[config.mk]
export PLATFORM = sky130hd
export DESIGN_NAME = nucl_sampler
export DESIGN_NICKNAME = d
export VERILOG_FILES = /design/src/rtl/alisim_pkg.sv /design/src/rtl/lfsr32.sv /design/src/rtl/nucl_sampler.sv
export SDC_FILE = /design/constraint.sdc
export NUM_CORES = 1
export LEC_CHECK = 0
export BUFFER_PORTS_ARGS = -buffer_cell sky130_fd_sc_hd__buf_2
export CORE_AREA = 2 2 275 277
export CTS_BUF_LIST = sky130_fd_sc_hd__clkbuf_8
export CTS_CLUSTER_SIZE = 30
export DETAILED_ROUTE_END_ITERATION = 12
export DIE_AREA = 0 0 277 279
export SETUP_SLACK_MARGIN = 0.1
export SLEW_MARGIN = 10
export SYNTH_ARGS = -nofsm -noshare
export SYNTH_HDL_FRONTEND = slang
export SYNTH_SLANG_ARGS = --single-unit
[constraint.sdc]
create_clock -name clk -period 12.9 [get_ports clk]
set_clock_uncertainty 0.2 [all_clocks]
set_input_delay 1.29 -clock clk [delete_from_list [all_inputs] [get_ports clk]]
set_output_delay 1.29 -clock clk [all_outputs]
set_load 0.005 [all_outputs]
[src/rtl/alisim_pkg.sv]
// Shared types and constants for the alignment simulator datapath.
// Nucleotide encodings, row geometry, LFSR taps and sampler FSM states.
package alisim_pkg;

  localparam int ROW_W  = 40;
  localparam int PROB_W = 10;

  localparam logic [1:0] NUC_A = 2'b00;
  localparam logic [1:0] NUC_C = 2'b01;
  localparam logic [1:0] NUC_G = 2'b10;
  localparam logic [1:0] NUC_T = 2'b11;

  localparam logic [31:0] LFSR_MASK = 32'h8020_0003;

  typedef enum logic [1:0] {
    IDLE = 2'd0,
    RUN  = 2'd1,
    HOLD = 2'd2
  } samp_state_e;

  function automatic logic [31:0] lfsr_next(input logic [31:0] s);
    return {1'b0, s[31:1]} ^ (s[0] ? LFSR_MASK : 32'h0);
  endfunction

endpackage

[src/rtl/lfsr32.sv]
// 32-bit right-shift Galois LFSR with load and single-step control.
// A zero load value is replaced by SEED so the register never locks up.
module lfsr32
  import alisim_pkg::*;
#(
  parameter logic [31:0] SEED = 32'hACE1_2024
) (
  input  logic        clk,
  input  logic        reset_n,
  input  logic        load,
  input  logic [31:0] load_val,
  input  logic        step,
  output logic [31:0] state
);

  logic [31:0] state_q;
  logic [31:0] state_d;

  // next state: load wins, otherwise advance once per step
  always_comb begin
    state_d = state_q;
    if (load) begin
      state_d = (load_val == 32'h0) ? SEED : load_val;
    end else if (step) begin
      state_d = lfsr_next(state_q);
    end
  end

  // state register
  always_ff @(posedge clk) begin
    if (!reset_n) begin
      state_q <= SEED;
    end else begin
      state_q <= state_d;
    end
  end

  assign state = state_q;

endmodule

[src/rtl/nucl_sampler.sv]
// Per-site child nucleotide sampler: one lane per cycle through a single
// threshold comparator, producing a packed 2-bit-per-site alignment word.
module nucl_sampler
  import alisim_pkg::*;
#(
  parameter int          LANES  = 16,
  parameter int          PROB_W = 10,
  parameter logic [31:0] SEED   = 32'hACE1_2024
) (
  input  logic                   clk,
  input  logic                   reset_n,
  input  logic                   in_valid,
  output logic                   in_ready,
  input  logic [LANES*ROW_W-1:0] rows,
  input  logic                   seed_load,
  input  logic [31:0]            seed,
  output logic                   out_valid,
  input  logic                   out_ready,
  output logic [2*LANES-1:0]     out_nucl,
  output logic                   out_err
);

  localparam int KW = $clog2(LANES);
  localparam logic [KW-1:0] LAST = KW'(LANES - 1);

  samp_state_e state_q, state_d;

  logic [LANES*ROW_W-1:0] rows_q, rows_d;
  logic [KW-1:0]          k_q, k_d;
  logic [2*LANES-1:0]     nucl_q, nucl_d;
  logic                   err_q, err_d;

  logic        lfsr_load;
  logic        lfsr_step;
  logic [31:0] lfsr_state;

  logic [3*PROB_W-1:0] thr;
  logic [PROB_W-1:0]   c0, c1, c2, r;
  logic [1:0]          child;
  logic                lane_bad;
  logic                unused_lfsr_hi;

  lfsr32 #(
    .SEED(SEED)
  ) u_lfsr (
    .clk     (clk),
    .reset_n (reset_n),
    .load    (lfsr_load),
    .load_val(seed),
    .step    (lfsr_step),
    .state   (lfsr_state)
  );

  assign unused_lfsr_hi = ^lfsr_state[31:PROB_W];

  // lane-k thresholds against the current draw; one comparator set
  always_comb begin
    thr = rows_q[int'(k_q)*ROW_W + PROB_W +: 3*PROB_W];
    c0  = thr[3*PROB_W-1 -: PROB_W];
    c1  = thr[2*PROB_W-1 -: PROB_W];
    c2  = thr[PROB_W-1:0];
    r   = lfsr_state[PROB_W-1:0];
    if (r < c0) begin
      child = NUC_A;
    end else if (r < c1) begin
      child = NUC_C;
    end else if (r < c2) begin
      child = NUC_G;
    end else begin
      child = NUC_T;
    end
    lane_bad = (c0 > c1) || (c1 > c2);
  end

  // batch sequencing: accept, walk the lanes, hold the result
  always_comb begin
    state_d   = state_q;
    rows_d    = rows_q;
    k_d       = k_q;
    nucl_d    = nucl_q;
    err_d     = err_q;
    lfsr_load = 1'b0;
    lfsr_step = 1'b0;
    unique case (state_q)
      IDLE: begin
        lfsr_load = seed_load;
        if (in_valid) begin
          rows_d  = rows;
          k_d     = '0;
          nucl_d  = '0;
          err_d   = 1'b0;
          state_d = RUN;
        end
      end
      RUN: begin
        nucl_d[int'(k_q)*2 +: 2] = child;
        err_d     = err_q | lane_bad;
        lfsr_step = 1'b1;
        k_d       = k_q + 1'b1;
        if (k_q == LAST) begin
          state_d = HOLD;
        end
      end
      HOLD: begin
        if (out_ready) begin
          state_d = IDLE;
        end
      end
      default: begin
        state_d = IDLE;
      end
    endcase
  end

  // datapath and state registers
  always_ff @(posedge clk) begin
    if (!reset_n) begin
      state_q <= IDLE;
      rows_q  <= '0;
      k_q     <= '0;
      nucl_q  <= '0;
      err_q   <= 1'b0;
    end else begin
      state_q <= state_d;
      rows_q  <= rows_d;
      k_q     <= k_d;
      nucl_q  <= nucl_d;
      err_q   <= err_d;
    end
  end

  assign in_ready  = (state_q == IDLE);
  assign out_valid = (state_q == HOLD);
  assign out_nucl  = nucl_q;
  assign out_err   = err_q;

endmodule

==> qor.yml <==
synth:
  synthDistinctLibCells: 61
  yosys_register_bits: 551
  synth_edf_count: 0
  syn_area_per_cell_sq_um: 8.598
  netlist_area_sq_um: 24210
  synth_top_flop_cell: "dfxtp_1"
  async_reset_ff_share_pct: 0
  yosysWarnings: 0
  syn_inst: 2816
  syn_nets: 3546
  synthTopCellsByArea: "dfxtp_1, nand2_1, mux4_2"
  yosysSeqAreaShare_pct: 45.56
  yosys.area.top_type_share_pct: 45.56
  synth_top_area_cell: "dfxtp_1"
placed_design:
  place_congestion: 0.8267
  placed_cells: 4131
  dp_hpwl_um: 61110
  port_buffers: 551
global_routing:
  grt_pass1_wl_um: 126800
  grt_start_max_net_pins: 217
  grt_pass1_vias: 21020
  grt-ovfl-total: 0
  antenna_found_initial: 37
  grt_util_all_layers_pct: 21.42
timing:
  setup-violations-final: 0
  tightest_slew_ns: 1.151
  hold_viol: 0
  max_freq_mhz: 186.5
  layout_min_cycle_time_ns: 5.362
  tns_ns: 0
  grt_setup_unrepaired: "no"
  slew_headroom_pct: 23.30
  period_share_pct: 41.56
  slew_viol_final: 0
  hold_ws_ns: 0.2497
flow_run:
  cap_violations: 0
power_and_ir_drop:
  power_density_nw_per_um2: 139.4
  irDropWorstVdd_mv: 0.09163
  finalPower_mw: 4.134
  p_int_mw: 2.972
  clock_power_share_pct: 41.4
  power_frac_comb_pct: 13.6
  seq_power_share_pct: 45.0
  power.leakage_nw: 11.82
  p_sw_share_pct: 28.10
  p_switching_mw: 1.162
route:
  drc: 0
  wl_um: 85530
  avgViaCountPerCell: 4.991
  final_antenna_net_count: 0
  drtPass1Iterations: 5
  post_drt_wl_per_cell_um: 19.76
  via_count: 21600
  drtIter0Drc: 1557
cts:
  cts_hold_buf: 0
  cts_tree: "done"
  clock_sink_count: 551
  clk-insertion-delay-late_ns: 0.71
  clk_pin_slew_ns: 0.06
  clockBufferDepth: 3
  cts_resized: 0
  cts_buffers: 99
  postCtsSetupBuffers: 0
  cts_max_level: 3
  root_buffer: "clkbuf_8"
setup_path:
  critPathCaptureType: "flip-flop"
  slowest_delay_ns: 0.73
  r2r_start: "k_q[0]"
  worst-r2r-setup-slack_ns: 7.54
  crit_fanout: 41
  cpMaxStageDelayCell: "buf_4"
  reg2reg_depth: 13
  crit_chain: "buf_4 > buf_4 > mux4_2 > mux4_2 > inv_1 > ha_1 > a21o_1 > a21o_1 > a21oi_1 > o21ai_0 > a31oi_2 > nand2b_4 > o21ai_1"
  worstPathArrival_ns: 5.71
  regToRegEndpoint: "out_nucl[1]"
  required_ns: 13.25
  path_class: "flip-flop to flip-flop"
  critPathLaunchType: "flip-flop"
die:
  num_io_pins: 712
  die_y_um: 279
  fp-row-count: 100
  dieArea_sq_um: 77280
  coreArea_sq_um: 74070
  die_w_um: 277
  start_util_pct: 32.69
final_layout:
  areaGrowthSynthToFinish_pct: 22.48
  regArea_sq_um: 11040
  layoutNonFillerInstCount: 4328
  drive_gt1_share_pct: 27.18
  multi_input_area_sq_um: 12150
  nFillCells: 7629
  fin_nets: 3993
min_path:
  min_from: "rows_q[397]"
  hp-class: "flip-flop to flip-flop"
  holdPathEnd: "rows_q[397]"
  min_path_cells: 2
outcome:
  run_status: "finished, final reports clean"
==> cells in the mapped netlist (all sizes together) (2+ instances only) <==
master	instances
a211oi	4
a21o	10
a21oi	508
a31oi	2
and2	4
buf	34
clkbuf	190
dfxtp	551
ha	53
inv	33
mux2i	10
mux4	144
nand2	998
nand2b	4
nand3	66
nand3b	2
nand4	17
nor2	55
nor2b	6
nor3	9
nor4	12
o211ai	3
o21a	6
o21ai	37
o221ai	18
o22ai	2
o31ai	11
o32ai	2
or2	6
or4	2
xnor2	2
==> area by class of cell <==
type                    count  area share, %
multi-input cells        2007          40.98
repair buffers            571          9.974
clock buffers             129          5.987
well taps                 969          4.088
clock inverters            53          1.152
flip-flops and latches    551          37.24
inverters                  33         0.4514
diodes                     15         0.1266
==> sequential cells by signal, indices dropped and copies added, names as in the netlist <==
name and cells:
k_q 4, out_err 1, out_nucl 32, rows_q 480
state_q 2, u_lfsr.state 32
==> per-stage QoR <==
| stage | util, % | cell area [sq um] | setup slack (ns) |
|---|---|---|---|
| 2_1_floorplan | - | 24210 | 8.723 |
| 3_3_place_gp | 37.13 | 27500 | 7.455 |
| 3_5_place_dp | 37.13 | 27500 | 7.440 |
| 4_1_cts | 39.99 | 29620 | 7.433 |
| 5_1_grt | 40.00 | 29630 | 7.210 |
| 6_report | 40.04 | 29660 | 7.538 |
==> worst max path at each step <==
stage | endpoint | startpoint | cells after the start
after floorplan | out_nucl[17] | k_q[0] | 16
after global placement | out_nucl[20] | k_q[0] | 13
after detailed placement | out_nucl[4] | k_q[0] | 13
after CTS | out_nucl[4] | k_q[0] | 13
after global routing | out_nucl[20] | k_q[0] | 13
final | out_nucl[1] | k_q[0] | 13
==> worst max-delay path, delay by kind of cell (launching register included) <==
family	cells	cell delay (ns)
AO/OA/AOI/OAI	6	1.09
adder cells (fa/ha/maj)	1	0.25
buffers and inverters	3	1.37
flip-flops	1	0.59
multiplexers	2	1.21
AND/OR/NAND/NOR	1	0.38
==> layout by cell type (no fill, tap or decap), drive strengths merged, types with 3 or more instances in the layout <==
cell | synthesis | final
or2 | 6 | 6
a211oi | 4 | 4
nand4 | 17 | 17
nand2b | 4 | 4
mux4 | 144 | 144
a21oi | 508 | 508
nor2b | 6 | 6
nand2 | 998 | 998
o21ai | 37 | 37
a21o | 10 | 10
o21a | 6 | 6
dfxtp | 551 | 551
clkbuf | 190 | 129
buf | 34 | 571
mux2i | 10 | 10
and2 | 4 | 4
ha | 53 | 53
nor3 | 9 | 9
nor2 | 55 | 55
o211ai | 3 | 3
diode | 0 | 15
o221ai | 18 | 18
o31ai | 11 | 11
clkinvlp | 0 | 5
nand3 | 66 | 66
nor4 | 12 | 12
clkinv | 0 | 13
inv | 33 | 66
==> cell families (layout without fill, tap and decap cells) <==
kind of cell	count (synthesis)	count (layout)	synth area share (%)
DFF	551	551	45.56
adders and majority gates	53	53	2.739
other	0	15	0
and+or+nand+nor	1186	1186	19.55
xor gates and xnor gates	2	2	0.07236
muxes	155	155	13.85
buffers and inverters	258	786	4.299
AOI/OAI and AO/OA	611	611	13.93
==> power groups by stage <==
| stage | combinational (mW) | clock (mW) | sequential (mW) |
|---|---|---|---|
| after CTS | 0.573 | 1.76 | 1.86 |
| after detailed placement | 0.571 | 0 | 1.90 |
| final | 0.562 | 1.71 | 1.86 |
| after global routing | 0.624 | 1.83 | 1.87 |
| after floorplan | 0.368 | 0 | 1.87 |
| after global placement | 0.566 | 0 | 1.89 |
==> metal layers <==
layer	wire length [um]	GRT usage [%]	vias to the layer above
li1	-	-	10590
met5	216	0	-
met1	35560	26.90	10240
met4	1883	5.895	34
met2	42240	36.83	598
met3	5638	4.945	140
No activity file was read; power rests on OpenSTA's default activity.
